[config.mk]
export PLATFORM = sky130hd
export DESIGN_NAME = data_ram_bank_xbar
export DESIGN_NICKNAME = d
export VERILOG_FILES = /design/src/rtl/data_ram_bank_xbar_pkg.sv /design/src/rtl/data_ram_bank_xbar_arbiter.sv /design/src/rtl/data_ram_bank_xbar.sv
export SDC_FILE = /design/constraint.sdc
export NUM_CORES = 1
export LEC_CHECK = 0
export BUFFER_PORTS_ARGS = -buffer_cell sky130_fd_sc_hd__buf_4
export CAP_MARGIN = 20
export CORE_AREA = 2 2 294 296
export DETAILED_ROUTE_END_ITERATION = 7
export DIE_AREA = 0 0 296 298
export PLACE_DENSITY = 0.44
export SYNTH_ARGS = -nofsm -noshare
export SYNTH_HDL_FRONTEND = slang
export SYNTH_SLANG_ARGS = --single-unit
[constraint.sdc]
create_clock -name clk -period 3.91 [get_ports clk]
set_input_delay 0.5865 -clock clk [delete_from_list [all_inputs] [get_ports clk]]
set_output_delay 0.5865 -clock clk [all_outputs]
set_load 0.02 [all_outputs]
[src/rtl/data_ram_bank_xbar_pkg.sv]
// -----------------------------------------------------------------------------
// data_ram_bank_xbar_pkg
// Memory-map constants for the scratchpad data RAM and the address decode
// helper shared by the data-RAM bank crossbar.
//   DATA_RAM_START/END_ADDRESS : byte window of the data RAM (end exclusive)
//   RAM_BANK_SIZE              : bytes per bank (32 KiB)
//   NUM_DATA_BANKS/BANK_IDX_W  : bank count and bank index width
//   BANK_WORD_AW               : word address width inside one bank
//   dram_decode()              : absolute byte address -> {in_range, bank, word}
// -----------------------------------------------------------------------------
package data_ram_bank_xbar_pkg;

    localparam logic [31:0] DATA_RAM_START_ADDRESS = 32'h0000_8000;
    localparam logic [31:0] DATA_RAM_END_ADDRESS   = 32'h0002_8000;
    localparam logic [31:0] RAM_BANK_SIZE          = 32'h0000_8000;

    localparam int NUM_DATA_BANKS = 4;
    localparam int BANK_IDX_W     = 2;
    localparam int BANK_WORD_AW   = 13;

    typedef struct packed {
        logic                    in_range;
        logic [BANK_IDX_W-1:0]   bank;
        logic [BANK_WORD_AW-1:0] word;
    } dram_decode_t;

    // Bank and word come straight from the offset bits; the low two address
    // bits are byte lanes and are ignored. Bank/word are meaningless when
    // in_range is low.
    function automatic dram_decode_t dram_decode(input logic [31:0] addr);
        dram_decode_t res;
        logic [31:0]  off;
        off          = addr - DATA_RAM_START_ADDRESS;
        res.in_range = (addr >= DATA_RAM_START_ADDRESS) && (addr < DATA_RAM_END_ADDRESS);
        res.bank     = off[16:15];
        res.word     = off[14:2];
        return res;
    endfunction

endpackage

[src/rtl/data_ram_bank_xbar_arbiter.sv]
// -----------------------------------------------------------------------------
// data_ram_rr_arbiter
// Round-robin arbiter for one data-RAM bank.
//   clk, reset : clock, asynchronous active-high reset (pointer -> lane 0)
//   req        : N-wide request vector (lanes targeting this bank)
//   gnt        : one-hot grant, combinational from req and the pointer
// The pointer names the highest-priority lane and moves to the lane after the
// winner only when a grant is issued.
// -----------------------------------------------------------------------------
module data_ram_rr_arbiter #(
    parameter int N = 4
) (
    input  logic         clk,
    input  logic         reset,
    input  logic [N-1:0] req,
    output logic [N-1:0] gnt
);

    localparam int PTR_W = (N > 1) ? $clog2(N) : 1;

    logic [PTR_W-1:0] ptr_r;
    logic [PTR_W-1:0] idx_s;
    logic [PTR_W-1:0] pick_s;
    logic [PTR_W-1:0] ptr_nxt_s;
    logic             any_s;

    // Grant selection: scan from lowest priority to highest so the last
    // requesting lane written is the one closest to the pointer.
    always_comb begin
        any_s  = |req;
        pick_s = '0;
        idx_s  = '0;
        for (int k = N - 1; k >= 0; k--) begin
            idx_s  = PTR_W'((int'(ptr_r) + k) % N);
            pick_s = req[idx_s] ? idx_s : pick_s;
        end
        gnt       = any_s ? (N'(1) << pick_s) : '0;
        ptr_nxt_s = (int'(pick_s) == N - 1) ? '0 : (pick_s + PTR_W'(1));
    end

    // Priority pointer: advances past the winner, holds when idle.
    always_ff @(posedge clk or posedge reset) begin
        if (reset) begin
            ptr_r <= '0;
        end else if (any_s) begin
            ptr_r <= ptr_nxt_s;
        end else begin
            ptr_r <= ptr_r;
        end
    end

endmodule

[src/rtl/data_ram_bank_xbar.sv]
// -----------------------------------------------------------------------------
// data_ram_bank_xbar
// Request crossbar between the load/store lanes and the four data-RAM banks.
// Decodes each lane's byte address, arbitrates each bank round-robin, drives
// the bank SRAM ports and returns a 1-cycle response per accepted request.
//   clk, reset    : clock, asynchronous active-high reset
//   req_*_i       : per-lane request (valid, byte address, we, be, wdata)
//   req_ready_o   : request accepted this cycle (combinational)
//   rsp_valid_o   : response for the request accepted last cycle
//   rsp_err_o     : that request was outside the data RAM
//   rsp_rdata_o   : read data (0 for writes and errors)
//   bank_*_o      : per-bank SRAM strobe, we, word address, be, wdata
//   bank_rdata_i  : per-bank read data, one cycle after the strobe
// Out-of-range requests are accepted at once and answered with an error; they
// never touch a bank.
// -----------------------------------------------------------------------------
module data_ram_bank_xbar #(
    parameter int NUM_REQS     = 4,
    parameter int NUM_BANKS    = data_ram_bank_xbar_pkg::NUM_DATA_BANKS,
    parameter int DATA_W       = 32,
    parameter int BANK_WORD_AW = data_ram_bank_xbar_pkg::BANK_WORD_AW
) (
    input  logic                              clk,
    input  logic                              reset,
    input  logic [NUM_REQS-1:0]               req_valid_i,
    input  logic [NUM_REQS*32-1:0]            req_addr_i,
    input  logic [NUM_REQS-1:0]               req_we_i,
    input  logic [NUM_REQS*(DATA_W/8)-1:0]    req_be_i,
    input  logic [NUM_REQS*DATA_W-1:0]        req_wdata_i,
    output logic [NUM_REQS-1:0]               req_ready_o,
    output logic [NUM_REQS-1:0]               rsp_valid_o,
    output logic [NUM_REQS-1:0]               rsp_err_o,
    output logic [NUM_REQS*DATA_W-1:0]        rsp_rdata_o,
    output logic [NUM_BANKS-1:0]              bank_req_o,
    output logic [NUM_BANKS-1:0]              bank_we_o,
    output logic [NUM_BANKS*BANK_WORD_AW-1:0] bank_addr_o,
    output logic [NUM_BANKS*(DATA_W/8)-1:0]   bank_be_o,
    output logic [NUM_BANKS*DATA_W-1:0]       bank_wdata_o,
    input  logic [NUM_BANKS*DATA_W-1:0]       bank_rdata_i
);

    import data_ram_bank_xbar_pkg::*;

    localparam int BE_W = DATA_W / 8;

    dram_decode_t          dec_s      [NUM_REQS];
    logic [NUM_REQS-1:0]   in_range_s;
    logic [NUM_REQS-1:0]   bank_hit_s [NUM_BANKS];
    logic [NUM_REQS-1:0]   bank_gnt_s [NUM_BANKS];
    logic [NUM_REQS-1:0]   lane_gnt_s;

    logic [NUM_REQS-1:0]   rsp_valid_r;
    logic [NUM_REQS-1:0]   rsp_err_r;
    logic [NUM_REQS-1:0]   rsp_we_r;
    logic [BANK_IDX_W-1:0] rsp_bank_r [NUM_REQS];

    // Address decode per lane.
    always_comb begin
        for (int i = 0; i < NUM_REQS; i++) begin
            dec_s[i]      = dram_decode(req_addr_i[i*32 +: 32]);
            in_range_s[i] = dec_s[i].in_range;
        end
    end

    // Per-bank request vectors; reset masks every request so no bank is
    // strobed and no lane is granted while reset is held.
    always_comb begin
        for (int b = 0; b < NUM_BANKS; b++) begin
            for (int i = 0; i < NUM_REQS; i++) begin
                bank_hit_s[b][i] = !reset && req_valid_i[i] && in_range_s[i]
                                   && (dec_s[i].bank == BANK_IDX_W'(b));
            end
        end
    end

    genvar gb;
    generate
        for (gb = 0; gb < NUM_BANKS; gb++) begin : g_bank_arb
            data_ram_rr_arbiter #(
                .N (NUM_REQS)
            ) u_arb (
                .clk   (clk),
                .reset (reset),
                .req   (bank_hit_s[gb]),
                .gnt   (bank_gnt_s[gb])
            );
        end
    endgenerate

    // Lane acceptance: granted by its bank, or out of range (never waits).
    always_comb begin
        lane_gnt_s  = '0;
        req_ready_o = '0;
        for (int b = 0; b < NUM_BANKS; b++) begin
            lane_gnt_s = lane_gnt_s | bank_gnt_s[b];
        end
        for (int i = 0; i < NUM_REQS; i++) begin
            req_ready_o[i] = !reset && req_valid_i[i] && (!in_range_s[i] || lane_gnt_s[i]);
        end
    end

    // Bank port mux: grants are one-hot, so an AND-OR select is exact.
    always_comb begin
        bank_req_o   = '0;
        bank_we_o    = '0;
        bank_addr_o  = '0;
        bank_be_o    = '0;
        bank_wdata_o = '0;
        for (int b = 0; b < NUM_BANKS; b++) begin
            bank_req_o[b] = |bank_gnt_s[b];
            for (int i = 0; i < NUM_REQS; i++) begin
                bank_we_o[b] = bank_we_o[b] | (bank_gnt_s[b][i] & req_we_i[i]);
                bank_addr_o[b*BANK_WORD_AW +: BANK_WORD_AW] =
                    bank_addr_o[b*BANK_WORD_AW +: BANK_WORD_AW]
                    | ({BANK_WORD_AW{bank_gnt_s[b][i]}} & dec_s[i].word);
                bank_be_o[b*BE_W +: BE_W] =
                    bank_be_o[b*BE_W +: BE_W]
                    | ({BE_W{bank_gnt_s[b][i]}} & req_be_i[i*BE_W +: BE_W]);
                bank_wdata_o[b*DATA_W +: DATA_W] =
                    bank_wdata_o[b*DATA_W +: DATA_W]
                    | ({DATA_W{bank_gnt_s[b][i]}} & req_wdata_i[i*DATA_W +: DATA_W]);
            end
        end
    end

    // Response bookkeeping captured on acceptance; reset drops anything in flight.
    always_ff @(posedge clk or posedge reset) begin
        if (reset) begin
            rsp_valid_r <= '0;
            rsp_err_r   <= '0;
            rsp_we_r    <= '0;
            for (int i = 0; i < NUM_REQS; i++) begin
                rsp_bank_r[i] <= '0;
            end
        end else begin
            rsp_valid_r <= req_ready_o;
            rsp_err_r   <= req_ready_o & ~in_range_s;
            rsp_we_r    <= req_we_i;
            for (int i = 0; i < NUM_REQS; i++) begin
                rsp_bank_r[i] <= dec_s[i].bank;
            end
        end
    end

    // Read data return: route the captured bank's SRAM output, zero otherwise.
    always_comb begin
        rsp_valid_o = rsp_valid_r;
        rsp_err_o   = rsp_err_r;
        rsp_rdata_o = '0;
        for (int i = 0; i < NUM_REQS; i++) begin
            if (rsp_valid_r[i] && !rsp_err_r[i] && !rsp_we_r[i]) begin
                rsp_rdata_o[i*DATA_W +: DATA_W] = bank_rdata_i[rsp_bank_r[i]*DATA_W +: DATA_W];
            end else begin
                rsp_rdata_o[i*DATA_W +: DATA_W] = '0;
            end
        end
    end

endmodule

Word-level counts from Yosys, hierarchy flattened

Cells that the tools add are included.
Widths: inputs -> output; s select.

Shift operators: 8
Multiplexer cells: 60
Add/sub/neg operators: 20
Multiply operators: 0
Bitwise operators: 117
Equality and inequality tests: 16
Reduce and logical (&&, ||, !) cells: 69
Div/mod/pow operators: 0
Order comparisons: 24

Operators by type and width:

| operator               | count |
|---|---|
| $and 32x32->32         | 16 |
| $shiftx 128x8->32      | 4 |
| $or 32x32->32          | 12 |
| $and 13x13->13         | 16 |
| $or 13x13->13          | 12 |
| $ge 32x16->1 const B   | 4 |
| $lt 32x18->1 const B   | 4 |
| $mux 32                | 4 |
| $and 4x4->4            | 17 |
| $sub 17x16->17 const B | 4 |
| $or 4x4->4             | 15 |
| $lt 2x3->1 const B     | 16 |
| $logic_and 1x1->1      | 40 |
| $mux 2                 | 20 |
| $bmux 1 s2             | 16 |
| $reduce_or 4->1        | 8 |
| $add 2x1->2 const B    | 8 |
| $add 2x2->2 const B    | 8 |
| $and 1x1->1            | 16 |
| $eq 2x1->1 const B     | 8 |
| $eq 2x2->1 const B     | 8 |
| $mux 1                 | 16 |
| $mux 4                 | 4 |
| $shl 1x2->4 const A    | 4 |
| 5 further kinds        | 34 |

Memories kept: 0
Register bits after elaboration: 28
Logic and storage cells: 325
Memory bits (read-only): 0
Input bits: 410
Latch bits: 0
Bits in writable memories: 0

Logic depth before layout (Yosys ltp)

Gate-level depths: netlist of run 1.

Depth after elaboration: 18
Gate-level depth with buffers: 13

By module

Synthesis of run 1 repeated with hierarchy kept, for this count alone.

Cell total of the unflattened synthesis: 1249
Area total of the unflattened synthesis: 10573.9 um^2

Modules (own cells, without submodules):

| module              | cells each | times used | area each (um^2) |
|---|---|---|---|
| data_ram_bank_xbar  | 1125       | 1          | 9462.8 |
| data_ram_rr_arbiter | 31         | 4          | 277.8 |

Worst setup path after synthesis of run 1

OpenSTA, ideal clock, no wires.

Path type: input to output
From: in req_addr_i[84]
To: out req_ready_o[2]
Path slack: 187 ps
Required time: 3323 ps
Cell stages on the path: 10
Arrival: 3137 ps
Cells stage by stage: or4_4 > nor4_2 > nand2_1 > o221a_1 > o21bai_1 > ha_1 > a21boi_2 > buf_2 > nor4_1 > a21oi_1

Longest elaborated chain between the ends: 17
Elaborated cells between the ends (all ways): 74
Those cells by class: order compare: 2; shift: 4; mux: 52; bitwise: 3; reduce/logical: 13

Ends and longest elaborated chain:

| item                                                | RTL line                         | source |
|---|---|---|
| from (decl)                                         | data_ram_bank_xbar.sv:26         | `input logic [NUM_REQS*32-1:0] req_addr_i,` |
| $ge 32x16->1 / $lt 32x18->1 (equally long branches) | data_ram_bank_xbar_pkg.sv:34     | `res.in_range = (addr >= DATA_RAM_START_ADDRESS) && (addr < DATA_RAM_END_ADDRESS);` |
| $logic_and 1x1->1 (*)                               | data_ram_bank_xbar_pkg.sv:34     |  |
| $logic_and 1x1->1                                   | data_ram_bank_xbar.sv:70         | `bank_hit_s[b][i] = !reset && req_valid_i[i] && in_range_s[i]` |
| $logic_and 1x1->1                                   | data_ram_bank_xbar.sv:71         | `&& (dec_s[i].bank == BANK_IDX_W'(b));` |
| $bmux 1 s2                                          | data_ram_bank_xbar_arbiter.sv:35 | `pick_s = req[idx_s] ? idx_s : pick_s;` |
| $mux 1 (implied by the code)                        | data_ram_bank_xbar_arbiter.sv:35 |  |
| $mux 2 (4 in series)                                | data_ram_bank_xbar_arbiter.sv:35 |  |
| $shl 1x2->4                                         | data_ram_bank_xbar_arbiter.sv:37 | `gnt = any_s ? (N'(1) << pick_s) : '0;` |
| $mux 4                                              | data_ram_bank_xbar_arbiter.sv:37 |  |
| $or 4x4->4 (3 in series)                            | data_ram_bank_xbar.sv:95         | `lane_gnt_s = lane_gnt_s \| bank_gnt_s[b];` |
| $logic_or 1x1->1 (*)                                | data_ram_bank_xbar.sv:98         | `req_ready_o[i] = !reset && req_valid_i[i] && (!in_range_s[i] \|\| lane_gnt_s[i]);` |
| $logic_and 1x1->1 (*)                               | data_ram_bank_xbar.sv:98         |  |
| to (decl)                                           | data_ram_bank_xbar.sv:30         | `output logic [NUM_REQS-1:0] req_ready_o,` |

Mark *: on every way between the ends. The rest lies on a longest branch, timed or not. The select of a mux whose other input is x is not followed.

Final worst setup path of run 1

From: in req_addr_i[86]
To: out bank_wdata_o[21]

Longest elaborated chain between the ends: 16
Elaborated cells between the ends (all ways): 27
Those cells by class: order compare: 2; shift: 1; mux: 13; bitwise: 7; reduce/logical: 4

Ends and longest elaborated chain:

| item                                                | RTL line                         | source |
|---|---|---|
| $ge 32x16->1 / $lt 32x18->1 (equally long branches) | data_ram_bank_xbar_pkg.sv:34     |  |
| $logic_and 1x1->1 (*)                               | data_ram_bank_xbar_pkg.sv:34     |  |
| $logic_and 1x1->1 (*)                               | data_ram_bank_xbar.sv:70         |  |
| $logic_and 1x1->1 (*)                               | data_ram_bank_xbar.sv:71         |  |
| $bmux 1 s2                                          | data_ram_bank_xbar_arbiter.sv:35 |  |
| $mux 1 (implied by the code)                        | data_ram_bank_xbar_arbiter.sv:35 |  |
| $mux 2 (4 in series)                                | data_ram_bank_xbar_arbiter.sv:35 |  |
| $shl 1x2->4                                         | data_ram_bank_xbar_arbiter.sv:37 |  |
| $mux 4 (*)                                          | data_ram_bank_xbar_arbiter.sv:37 |  |
| $and 32x32->32                                      | data_ram_bank_xbar.sv:121        | `\| ({DATA_W{bank_gnt_s[b][i]}} & req_wdata_i[i*DATA_W +: DATA_W]);` |
| $or 32x32->32 (2 in series)                         | data_ram_bank_xbar.sv:121        |  |
| $or 32x32->32 (*)                                   | data_ram_bank_xbar.sv:121        |  |
| to (decl)                                           | data_ram_bank_xbar.sv:38         | `output logic [NUM_BANKS*DATA_W-1:0] bank_wdata_o,` |

Marks and branches as above.

==> run_summary.xml, run 1 <==
<?xml version="1.0" encoding="UTF-8"?>
<metrics>
  <group name="synth">
    <metric name="netlist_top_cells_area" unit="">a22oi_1, mux4_2, nor2b_1, nand2_1, dfrtp_1</metric>
    <metric name="syn_nets" unit="">1680</metric>
    <metric name="synthDistinctLibCells" unit="">38</metric>
    <metric name="synth_seq_area_share" unit="%">6.68</metric>
    <metric name="area_share_of_the_largest_cell_type_after_synthesis" unit="%">28.6</metric>
    <metric name="mappedNetlistArea" unit="mm²">0.0105</metric>
    <metric name="synthArstFlopShare" unit="%">100</metric>
    <metric name="synth_largest_area_cell" unit="">a22oi_1</metric>
    <metric name="synth_seq_cells" unit="">28</metric>
    <metric name="synth-edff-count" unit="">0</metric>
    <metric name="synth_ff_type" unit="">dfrtp_1</metric>
    <metric name="synthesis.yosys.warnings" unit="">0</metric>
    <metric name="syn-instance-count" unit="">1238</metric>
    <metric name="synthesis.area_per_instance" unit="µm²">8.48</metric>
  </group>
  <group name="critical_path">
    <metric name="r2r.worst_path.cells" unit="">8</metric>
    <metric name="timing_worst_setup_path_type" unit="">input pin to output pin</metric>
    <metric name="critical_path_peak_fanout" unit="">15</metric>
    <metric name="cp.arrival" unit="ns">3.68</metric>
    <metric name="worst_setup_path_start_kind" unit="">input pin</metric>
    <metric name="crit-reg2reg-launch" unit="">g_bank_arb[2].u_arb.ptr_r[0]</metric>
    <metric name="end_kind" unit="">output pin</metric>
    <metric name="critical_path_required" unit="ns">3.32</metric>
    <metric name="cp-startpoint" unit="">req_addr_i[86]</metric>
    <metric name="ff2ff_setup_slack" unit="ns">1.59</metric>
    <metric name="worst_r2r_endpoint" unit="">rsp_valid_o[0]</metric>
  </group>
  <group name="clock_network">
    <metric name="post_cts_hold_buffer_count" unit="">0</metric>
    <metric name="cts_tree" unit="">done</metric>
    <metric name="clk_pin_slew" unit="ns">0.08</metric>
    <metric name="clock_sink_count" unit="">28</metric>
    <metric name="cts_max_path_buffers" unit="">2</metric>
    <metric name="h-tree-depth" unit="">1</metric>
    <metric name="tritoncts.num_buffers" unit="">3</metric>
    <metric name="insertion_delay" unit="ns">0.27</metric>
    <metric name="clockRootBuffer" unit="">clkbuf_16</metric>
  </group>
  <group name="floorplanning">
    <metric name="die-width" unit="µm">296</metric>
    <metric name="count_of_standard_cell_rows" unit="">107</metric>
    <metric name="die_h" unit="µm">298</metric>
    <metric name="fp.dieArea" unit="mm²">0.0882</metric>
    <metric name="initial_utilization" unit="%">12.4</metric>
    <metric name="core-area" unit="mm²">0.0849</metric>
    <metric name="io-pin-count" unit="">754</metric>
  </group>
  <group name="global_route">
    <metric name="grt_antenna_before_repair" unit="">4</metric>
    <metric name="grt_usage" unit="%">16.2</metric>
    <metric name="grt_overflow_total" unit="">0</metric>
    <metric name="grt_start_max_net_pins" unit="">51</metric>
    <metric name="first_pass_grt_wire_length" unit="µm">107000</metric>
    <metric name="grt_pass1_vias" unit="">15400</metric>
  </group>
  <group name="sta">
    <metric name="clock-skew-final" unit="ns">0.00407</metric>
    <metric name="final-hold-violation-count" unit="">0</metric>
    <metric name="setup_slack" unit="ns">-0.352</metric>
    <metric name="grt_setup_unrepaired" unit="">yes</metric>
    <metric name="slew_viol_final" unit="">0</metric>
    <metric name="final.min_clock_period" unit="ns">4.26</metric>
    <metric name="fmax" unit="MHz">235</metric>
    <metric name="setup-violations-final" unit="">204</metric>
    <metric name="worstMarginPinSlew" unit="ns">0.927</metric>
    <metric name="max-slew-margin-rel" unit="%">38.2</metric>
    <metric name="final_period_utilization" unit="%">109</metric>
  </group>
  <group name="drt">
    <metric name="detail_route.wirelength" unit="µm">84900</metric>
    <metric name="detail_route.vias_per_cell" unit="">4.83</metric>
    <metric name="wire_per_inst" unit="µm">26.0</metric>
    <metric name="drt.antenna.violating_nets" unit="">0</metric>
    <metric name="drc" unit="">0</metric>
    <metric name="dr.first_iter.drc_count" unit="">1188</metric>
    <metric name="route.vias.total" unit="">15800</metric>
    <metric name="first_pass_iters" unit="">6</metric>
  </group>
  <group name="outcome">
    <metric name="status" unit="">finished with violations</metric>
    <metric name="violations_in_the_final_reports" unit="">setup timing</metric>
  </group>
  <group name="final_layout">
    <metric name="drive_above_1_share" unit="%">65.7</metric>
    <metric name="most_common_cell_after_layout_fill_and_taps_aside" unit="">buf_4</metric>
    <metric name="num-nets-final" unit="">2559</metric>
    <metric name="layout_common_cells" unit="">buf_4, a22oi_1, nand2_1, a22oi_2, nor2b_1</metric>
    <metric name="non_filler_cell_area_final" unit="mm²">0.0218</metric>
    <metric name="syn_to_final_growth" unit="%">108</metric>
  </group>
  <group name="run">
    <metric name="cap_viol_max_count" unit="">0</metric>
  </group>
  <group name="pwr">
    <metric name="worst_ir_drop_vdd" unit="mV">0.158</metric>
    <metric name="power_per_cell_area" unit="mW/mm²">85.8</metric>
    <metric name="power.static_leakage" unit="nW">9.68</metric>
    <metric name="sum_of_internal_switching_and_leakage_power" unit="mW">1.87</metric>
  </group>
  <group name="min_path">
    <metric name="hold_path.class" unit="">input pin to flop</metric>
    <metric name="min_from" unit="">req_we_i[0]</metric>
    <metric name="worst_hold_path_ep" unit="">rsp_we_r[0]</metric>
    <metric name="hold_path_depth" unit="">1</metric>
  </group>
  <group name="placed_design">
    <metric name="postPlaceCellArea" unit="mm²">0.0188</metric>
    <metric name="place.port_buffers" unit="">745</metric>
    <metric name="globalplace.congestion" unit="">0.946</metric>
    <metric name="dp.final_hpwl" unit="µm">58300</metric>
  </group>
</metrics>
layout make-up:
class / count / area [µm²]
repair buffers: 1001 / 9110
clock buffers: 3 / 75.1
clock inverters: 1 / 30.0
flip-flops and latches: 28 / 706
diodes: 2 / 5.00
inverters: 30 / 113
fillers: 9262 / 63100
multi-input cells: 1053 / 10300
well taps: 1144 / 1430
logic make-up (layout without fill, tap and decap cells):
family / after synthesis / count (layout) / synth area share (%)
multiplexers: 129 / 129 / 27.6
adder cells (fa/ha/maj): 32 / 32 / 3.82
other: 0 / 2 / 0
AO/OA/AOI/OAI: 473 / 474 / 34.7
AND/OR/NAND/NOR: 418 / 418 / 20.3
flip-flops: 28 / 28 / 6.68
buffers and inverters: 158 / 1035 / 6.86
worst max path at each step:
stage	end	slack [ns]	cells after the start
5_1_grt	req_ready_o[1]	-0.45	15
4_1_cts	req_ready_o[0]	-0.28	12
6_report	bank_wdata_o[21]	-0.35	14
3_5_place_dp	req_ready_o[3]	-0.78	13
3_3_place_gp	req_ready_o[3]	-0.81	13
2_1_floorplan	req_ready_o[2]	0.19	10
cells in the mapped netlist, types with 5 or more instances:
master	number
a21boi_2	16
a21oi_1	8
a22oi_1	400
a32oi_2	7
and2_1	12
buf_1	17
buf_2	80
buf_4	5
clkbuf_1	25
dfrtp_1	28
ha_1	32
inv_1	30
mux4_2	128
nand2_1	211
nor2_1	12
nor2b_1	131
nor4_1	11
o21a_1	9
o21ai_0	15
o21bai_1	8
o221a_2	5
or4_1	6
metal layers:
| layer | vias to the layer above | track usage, % | part of all wire (%) |
|---|---|---|---|
| met1 | 7847 | 20.0 | 39 |
| met4 | 2 | 4.67 | 4.0 |
| met2 | 990 | 28.4 | 48 |
| li1 | 6731 | - | - |
| met3 | 196 | 2.99 | 8.4 |
| met5 | - | 0 | 0.015 |
per-stage QoR:
step | TNS (ns) | util (%) | instances | hold slack [ns] | setup slack [ns]
after global routing | -71.96 | 25.7 | 3260 | 0.498 | -0.454
final | -51.41 | 25.7 | 3262 | 0.493 | -0.352
after global placement | -84.87 | 22.1 | 3180 | 0.528 | -0.809
after detailed placement | -84.46 | 22.1 | 3180 | 0.546 | -0.784
after floorplan | 0 | - | 1238 | 0.487 | 0.187
after CTS | -45.82 | 23.8 | 3218 | 0.501 | -0.281
repair_timing:
| action | 4_1_cts | 5_1_grt |
|---|---|---|
| setup endpoints to repair | 204 | 204 |
| gates cloned | 11 | 24 |
| resized for setup | 190 | 190 |
| setup buffers | 23 | 19 |
| pin swaps | 48 | 61 |
registers in the layout, indices dropped and copies added (netlist names):
register	flops
rsp_bank_r	8
rsp_err_o	4
rsp_valid_o	4
rsp_we_r	4
g_bank_arb.u_arb.ptr_r	8
power by group:
part           switching [mW]  internal (mW)  total [mW]
Combinational           0.555          0.667        1.22
Clock                   0.113          0.204       0.318
Sequential             0.0281          0.302       0.330
Total                   0.697           1.17        1.87
critical path: stages:
cell      delay [ns]
buf_6           0.09
or4_4           0.57
buf_12          0.16
nor4_4          0.34
nand2_2         0.15
o221a_1         0.32
o21bai_4        0.21
ha_2            0.23
a21boi_4        0.27
buf_12          0.22
buf_12          0.14
a22oi_1         0.08
nand2_1         0.12
buf_6           0.13
Power figures use the tool's default switching activity.
==> inputs of run 2 (changes only) <==
--- a/config.mk
+++ b/config.mk
@@ -7,10 +7,11 @@
 export LEC_CHECK = 0
 export BUFFER_PORTS_ARGS = -buffer_cell sky130_fd_sc_hd__buf_4
 export CAP_MARGIN = 20
-export CORE_AREA = 2 2 294 296
+export CORE_AREA = 2 2 296 298
 export DETAILED_ROUTE_END_ITERATION = 7
-export DIE_AREA = 0 0 296 298
+export DIE_AREA = 0 0 298 300
 export PLACE_DENSITY = 0.44
+export SKIP_LAST_GASP = 1
 export SYNTH_ARGS = -nofsm -noshare
 export SYNTH_HDL_FRONTEND = slang
 export SYNTH_SLANG_ARGS = --single-unit
==> run_summary.xml, run 2 (synthesis results as in run 1) <==
<?xml version="1.0" encoding="UTF-8"?>
<metrics>
  <group name="final_layout">
    <metric name="post-route-util" unit="%">25.4</metric>
    <metric name="drive_above_1_share" unit="%">65.9</metric>
    <metric name="num-nets-final" unit="">2573</metric>
    <metric name="most_common_cell_after_layout_fill_and_taps_aside" unit="">buf_4</metric>
    <metric name="largestRegisters" unit="">g_bank_arb.u_arb.ptr_r (8), rsp_bank_r (8)</metric>
    <metric name="final.fill_count" unit="">9462</metric>
    <metric name="syn_to_final_growth" unit="%">109</metric>
    <metric name="layout_common_cells" unit="">buf_4, a22oi_1, nand2_1, a22oi_2, nor2b_1</metric>
  </group>
  <group name="drt">
    <metric name="dr.first_iter.drc_count" unit="">1174</metric>
    <metric name="drt.antenna.violating_nets" unit="">0</metric>
    <metric name="wire_per_inst" unit="µm">25.3</metric>
    <metric name="met2_length" unit="µm">41200</metric>
    <metric name="wl_met3" unit="µm">5530</metric>
    <metric name="first_pass_iters" unit="">5</metric>
    <metric name="wl_met1" unit="µm">33700</metric>
    <metric name="drc" unit="">0</metric>
    <metric name="route.vias.total" unit="">15400</metric>
    <metric name="detail_route.wirelength" unit="µm">83200</metric>
    <metric name="detail_route.vias_per_cell" unit="">4.68</metric>
    <metric name="top_layer" unit="">met5</metric>
  </group>
  <group name="pwr">
    <metric name="power_per_cell_area" unit="mW/mm²">85.3</metric>
    <metric name="worst_ir_drop_vdd" unit="mV">0.176</metric>
    <metric name="power.static_leakage" unit="nW">9.78</metric>
  </group>
  <group name="global_route">
    <metric name="grt_pass1_vias" unit="">15100</metric>
    <metric name="grt_start_max_net_pins" unit="">37</metric>
    <metric name="first_pass_grt_wire_length" unit="µm">107000</metric>
    <metric name="grt_overflow_total" unit="">0</metric>
    <metric name="grt_usage" unit="%">15.8</metric>
    <metric name="grt_antenna_before_repair" unit="">4</metric>
  </group>
  <group name="critical_path">
    <metric name="r2r.worst_path.cells" unit="">8</metric>
    <metric name="worst_setup_path_start_kind" unit="">input pin</metric>
    <metric name="critical_path_required" unit="ns">3.32</metric>
    <metric name="timing_worst_setup_path_type" unit="">input pin to output pin</metric>
    <metric name="cp.arrival" unit="ns">3.65</metric>
    <metric name="crit_path_max_incr_delay" unit="ns">0.60</metric>
    <metric name="critical_path_peak_fanout" unit="">8</metric>
    <metric name="end_kind" unit="">output pin</metric>
    <metric name="critical_path.cell_chain" unit="">buf_6 -&gt; or4_4 -&gt; buf_6 -&gt; nor4_4 -&gt; nand2_2 -&gt; o221a_1 -&gt; o21bai_4 -&gt; inv_2 -&gt; ha_2 -&gt; a21boi_4 -&gt; buf_12 -&gt; buf_12 -&gt; a22oi_1 -&gt; nand2_1 -&gt; buf_4</metric>
    <metric name="slowest_stage" unit="">or4_4</metric>
  </group>
  <group name="sta">
    <metric name="setup-violations-final" unit="">204</metric>
    <metric name="clock-skew-final" unit="ns">0.00705</metric>
    <metric name="max-slew-margin-rel" unit="%">29.7</metric>
    <metric name="fmax" unit="MHz">236</metric>
    <metric name="final.min_clock_period" unit="ns">4.24</metric>
    <metric name="grt_setup_unrepaired" unit="">yes</metric>
    <metric name="final_period_utilization" unit="%">108</metric>
    <metric name="worstMarginPinSlew" unit="ns">1.05</metric>
    <metric name="slew_viol_final" unit="">0</metric>
    <metric name="hold_slack" unit="ns">0.479</metric>
    <metric name="final-hold-violation-count" unit="">0</metric>
    <metric name="setup_slack" unit="ns">-0.328</metric>
  </group>
  <group name="placed_design">
    <metric name="place_worst_setup_slack" unit="ns">-0.519</metric>
    <metric name="place.port_buffers" unit="">745</metric>
    <metric name="globalplace.congestion" unit="">0.868</metric>
    <metric name="dp.final_hpwl" unit="µm">59100</metric>
  </group>
  <group name="clock_network">
    <metric name="post_cts_hold_buffer_count" unit="">0</metric>
    <metric name="clock_sink_count" unit="">28</metric>
    <metric name="tritoncts.num_buffers" unit="">3</metric>
    <metric name="h-tree-depth" unit="">1</metric>
    <metric name="clk_pin_slew" unit="ns">0.08</metric>
    <metric name="cts_tree" unit="">done</metric>
    <metric name="clockRootBuffer" unit="">clkbuf_16</metric>
    <metric name="insertion_delay" unit="ns">0.27</metric>
    <metric name="cts_max_path_buffers" unit="">2</metric>
  </group>
  <group name="floorplanning">
    <metric name="core-area" unit="mm²">0.0862</metric>
    <metric name="fp.dieArea" unit="mm²">0.0894</metric>
    <metric name="io-pin-count" unit="">754</metric>
    <metric name="die-width" unit="µm">298</metric>
    <metric name="count_of_standard_cell_rows" unit="">108</metric>
    <metric name="initial_utilization" unit="%">12.2</metric>
    <metric name="die_h" unit="µm">300</metric>
  </group>
  <group name="run">
    <metric name="cap_viol_max_count" unit="">0</metric>
  </group>
  <group name="outcome">
    <metric name="status" unit="">finished with violations</metric>
    <metric name="violations_in_the_final_reports" unit="">setup timing</metric>
  </group>
  <group name="min_path">
    <metric name="hold_path.class" unit="">input pin to flop</metric>
    <metric name="hold_path_depth" unit="">1</metric>
  </group>
</metrics>
run 2: changes by cell type in the layout (fill, tap and decap cells not counted), moves of 3 or more:
cell	before	now
ha_1	21	25
nor4_1	7	3
ha_2	8	1
buf_6	116	100
buf_4	807	832
a22oi_1	245	250
nand3_1	3	0
a22oi_2	155	150
ha_4	3	6
nand2_1	197	201
buf_8	2	8
nor4_2	4	7
nand2_2	13	9
run 2: final cells by class:
class                   instances  area (µm²)  area share (%)
repair buffers               1016        9210            42.0
flip-flops and latches         28         706            3.22
clock buffers                   3        75.1           0.342
inverters                      30         115           0.525
multi-input cells            1052       10300            47.2
well taps                    1155        1450            6.59
diodes                          1        2.50          0.0114
clock inverters                 1        30.0           0.137
run 2: worst max-delay path: cells and delay by family:
kind                     cells  cell delay (ns)
buffers and inverters        6             0.85
AO/OA/AOI/OAI                4             0.86
AND/OR/NAND/NOR              4             1.14
adder cells (fa/ha/maj)      1             0.17
run 2: path summary, 6_finish.rpt:
path	to	slack, ns	startpoint
worst max-delay path	bank_wdata_o[110]	-0.33	req_addr_i[83]
min in group asynchronous	rsp_valid_o[1]	0.59	reset
worst min register to register	g_bank_arb[0].u_arb.ptr_r[1]	0.53	g_bank_arb[0].u_arb.ptr_r[1]
worst max register to register	rsp_valid_o[0]	1.62	g_bank_arb[2].u_arb.ptr_r[0]
max in group asynchronous	rsp_bank_r[2]	3.01	reset
worst min-delay path	rsp_we_r[2]	0.48	req_we_i[2]
run 2: routing by layer:
metal	up-vias	global-route usage [%]
li1	6768	-
met1	7667	19.7
met2	803	28.6
met3	133	2.59
met4	4	3.10
met5	-	0
run 2: what timing repair did:
action / CTS / global route
setup endpoints to repair: 204 / 204
pin swaps: 53 / 60
cloned: 8 / 22
buffers inserted: 21 / 27
resized for setup: 152 / 223
run 2: metrics by stage:
stage	TNS, ns	cell area, µm²	total power [mW]	instances
after floorplan	0	10500	0.821	1238
after global placement	-77.55	19000	1.50	3205
after detailed placement	-78.32	19000	1.51	3205
after CTS	-36.12	20200	1.84	3238
after global routing	-62.07	21900	1.96	3286
final	-39.62	21900	1.87	3286
run 2: power by group:
group          internal [mW]  switching [mW]  leakage, nW
clock network          0.205           0.120       0.0511
logic                  0.666           0.553         9.39
registers              0.302          0.0239        0.335
==> inputs of run 3 (changes only) <==
--- a/config.mk
+++ b/config.mk
@@ -11,7 +11,6 @@
 export DETAILED_ROUTE_END_ITERATION = 7
 export DIE_AREA = 0 0 298 300
 export PLACE_DENSITY = 0.44
-export SKIP_LAST_GASP = 1
 export SYNTH_ARGS = -nofsm -noshare
 export SYNTH_HDL_FRONTEND = slang
 export SYNTH_SLANG_ARGS = --single-unit
==> run_summary.xml, run 3 (synthesis results as in run 1) <==
<?xml version="1.0" encoding="UTF-8"?>
<metrics>
  <group name="critical_path">
    <metric name="cp-startpoint" unit="">req_addr_i[82]</metric>
    <metric name="number_of_cells_on_the_critical_path" unit="">15</metric>
    <metric name="worst_setup_path_start_kind" unit="">input pin</metric>
    <metric name="crit_path_max_incr_delay" unit="ns">0.59</metric>
    <metric name="cell_type_with_the_highest_occurrence_count_on_the_critical_path" unit="">buf_6</metric>
    <metric name="end_kind" unit="">output pin</metric>
    <metric name="critical_path.cell_chain" unit="">buf_6 -&gt; or4_4 -&gt; nor4_4 -&gt; nand2_2 -&gt; o221a_1 -&gt; o21bai_4 -&gt; buf_6 -&gt; ha_2 -&gt; a21boi_4 -&gt; buf_12 -&gt; buf_12 -&gt; buf_8 -&gt; a22oi_1 -&gt; nand2_1 -&gt; buf_6</metric>
    <metric name="critical_path_peak_fanout" unit="">8</metric>
    <metric name="worst-path-buf-inv" unit="">6</metric>
    <metric name="critical_path_required" unit="ns">3.32</metric>
    <metric name="timing_worst_setup_path_type" unit="">input pin to output pin</metric>
    <metric name="r2r.worst_path.cells" unit="">9</metric>
    <metric name="cp.arrival" unit="ns">3.54</metric>
    <metric name="slowest_stage" unit="">or4_4</metric>
    <metric name="cpLargestDelayFamily" unit="">simple AND/OR/NAND/NOR gates</metric>
    <metric name="crit-reg2reg-launch" unit="">g_bank_arb[3].u_arb.ptr_r[1]</metric>
  </group>
  <group name="sta">
    <metric name="hold_slack" unit="ns">0.482</metric>
    <metric name="final_period_utilization" unit="%">106</metric>
    <metric name="setup_slack" unit="ns">-0.216</metric>
    <metric name="setup-violations-final" unit="">203</metric>
    <metric name="max-slew-margin-rel" unit="%">30.9</metric>
    <metric name="worstMarginPinSlew" unit="ns">1.04</metric>
    <metric name="fmax" unit="MHz">242</metric>
    <metric name="slew_viol_final" unit="">0</metric>
    <metric name="grt_setup_unrepaired" unit="">yes</metric>
    <metric name="final.min_clock_period" unit="ns">4.13</metric>
    <metric name="totalNegativeSetupSlack" unit="ns">-25.88</metric>
    <metric name="final-hold-violation-count" unit="">0</metric>
    <metric name="clock-skew-final" unit="ns">0.00660</metric>
  </group>
  <group name="drt">
    <metric name="route.vias.total" unit="">15200</metric>
    <metric name="detail_route.wirelength" unit="µm">80700</metric>
    <metric name="wire_per_inst" unit="µm">24.6</metric>
    <metric name="first_pass_iters" unit="">5</metric>
    <metric name="dr.first_iter.drc_count" unit="">1150</metric>
    <metric name="drc" unit="">0</metric>
    <metric name="detail_route.vias_per_cell" unit="">4.64</metric>
    <metric name="drt.antenna.violating_nets" unit="">0</metric>
  </group>
  <group name="pwr">
    <metric name="combinational_share_of_power" unit="%">65.1</metric>
    <metric name="sum_of_internal_switching_and_leakage_power" unit="mW">1.86</metric>
    <metric name="power.share.clock" unit="%">17.4</metric>
    <metric name="netSwitchingPower" unit="mW">0.692</metric>
    <metric name="power_per_cell_area" unit="mW/mm²">86.2</metric>
    <metric name="internal_power" unit="mW">1.17</metric>
    <metric name="power_switching_share" unit="%">37.2</metric>
    <metric name="worst_ir_drop_vdd" unit="mV">0.157</metric>
    <metric name="power.static_leakage" unit="nW">9.68</metric>
    <metric name="power.share.sequential" unit="%">17.5</metric>
  </group>
  <group name="global_route">
    <metric name="first_pass_grt_wire_length" unit="µm">108000</metric>
    <metric name="grt_usage" unit="%">15.8</metric>
    <metric name="grt_start_max_net_pins" unit="">37</metric>
    <metric name="grt_overflow_total" unit="">0</metric>
    <metric name="grt_antenna_before_repair" unit="">5</metric>
    <metric name="grt_pass1_vias" unit="">15200</metric>
  </group>
  <group name="floorplanning">
    <metric name="initial_utilization" unit="%">12.2</metric>
    <metric name="fp.dieArea" unit="mm²">0.0894</metric>
    <metric name="die_h" unit="µm">300</metric>
    <metric name="io-pin-count" unit="">754</metric>
    <metric name="count_of_standard_cell_rows" unit="">108</metric>
    <metric name="core-area" unit="mm²">0.0862</metric>
    <metric name="die-width" unit="µm">298</metric>
  </group>
  <group name="placed_design">
    <metric name="postPlaceCellArea" unit="mm²">0.0190</metric>
    <metric name="globalplace.congestion" unit="">0.868</metric>
    <metric name="dp.final_hpwl" unit="µm">59100</metric>
    <metric name="place.port_buffers" unit="">745</metric>
    <metric name="placed_cells" unit="">3205</metric>
  </group>
  <group name="clock_network">
    <metric name="clock_sink_count" unit="">28</metric>
    <metric name="insertion_delay" unit="ns">0.27</metric>
    <metric name="post_cts_hold_buffer_count" unit="">0</metric>
    <metric name="cts_tree" unit="">done</metric>
    <metric name="clockRootBuffer" unit="">clkbuf_16</metric>
    <metric name="tritoncts.num_buffers" unit="">3</metric>
    <metric name="cts_max_path_buffers" unit="">2</metric>
    <metric name="clk_pin_slew" unit="ns">0.08</metric>
    <metric name="h-tree-depth" unit="">1</metric>
  </group>
  <group name="run">
    <metric name="cap_viol_max_count" unit="">0</metric>
  </group>
  <group name="outcome">
    <metric name="violations_in_the_final_reports" unit="">setup timing</metric>
    <metric name="status" unit="">finished with violations</metric>
  </group>
  <group name="min_path">
    <metric name="hold_path.class" unit="">input pin to flop</metric>
    <metric name="min_from" unit="">req_we_i[2]</metric>
    <metric name="hold_path_depth" unit="">1</metric>
  </group>
  <group name="final_layout">
    <metric name="finish.cell_count_without_fillers" unit="">3273</metric>
    <metric name="most_common_cell_after_layout_fill_and_taps_aside" unit="">buf_4</metric>
    <metric name="num-nets-final" unit="">2561</metric>
    <metric name="non_filler_cell_area_final" unit="mm²">0.0216</metric>
    <metric name="layout_common_cells" unit="">buf_4, a22oi_1, nand2_1, buf_6, nor2b_1</metric>
    <metric name="largestRegisters" unit="">g_bank_arb.u_arb.ptr_r (8), rsp_bank_r (8)</metric>
    <metric name="drive_above_1_share" unit="%">64.1</metric>
    <metric name="antenna_cells" unit="">0</metric>
    <metric name="syn_to_final_growth" unit="%">106</metric>
  </group>
</metrics>
[run 3: path summary, 6_finish.rpt]
path | end | slack [ns]
worst max-delay path | bank_addr_o[1] | -0.22
worst min-delay path | rsp_we_r[2] | 0.48
worst max register to register | rsp_valid_o[0] | 1.68
worst min register to register | g_bank_arb[0].u_arb.ptr_r[1] | 0.53
max in group asynchronous | rsp_bank_r[2] | 3.02
min in group asynchronous | rsp_valid_o[1] | 0.58
[run 3: layout make-up]
class	instances	area [µm²]
Clock buffer	3	75.1
Clock inverter	1	30.0
Fill cell	9465	64600
Inverter	30	115
Multi-Input combinational cell	1052	10200
Sequential cell	28	706
Tap cell	1155	1450
Timing Repair Buffer	1004	9090
[run 3: power by group through the flow]
stage	logic, mW	clock network, mW	registers (mW)
3_3_place_gp	1.17	0	0.333
6_report	1.21	0.324	0.326
4_1_cts	1.19	0.328	0.327
3_5_place_dp	1.17	0	0.333
5_1_grt	1.28	0.341	0.330
2_1_floorplan	0.501	0	0.320
[run 3: per-stage QoR]
| stage | worst slack (ns) | utilization [%] |
|---|---|---|
| floorplan | 0.187 | - |
| global placement | -0.530 | 22.0 |
| detailed placement | -0.519 | 22.0 |
| CTS | -0.241 | 23.7 |
| global route | -0.320 | 25.1 |
| finish | -0.216 | 25.1 |
[run 3: what timing repair did]
| item | CTS | global route |
|---|---|---|
| buffers inserted | 21 | 21 |
| setup endpoints to repair | 204 | 204 |
| pin swaps | 56 | 26 |
| endpoints found under the hold margin | 0 | 0 |
| gates cloned | 8 | 15 |
| gates resized for setup | 222 | 158 |
[run 3: layer usage]
layer | vias up | routed length [µm] | global-route usage (%)
met5 | - | 18 | 0
met4 | 4 | 2200 | 3.39
met3 | 100 | 5380 | 2.83
met2 | 808 | 40500 | 28.5
met1 | 7533 | 32500 | 19.6
li1 | 6735 | - | -
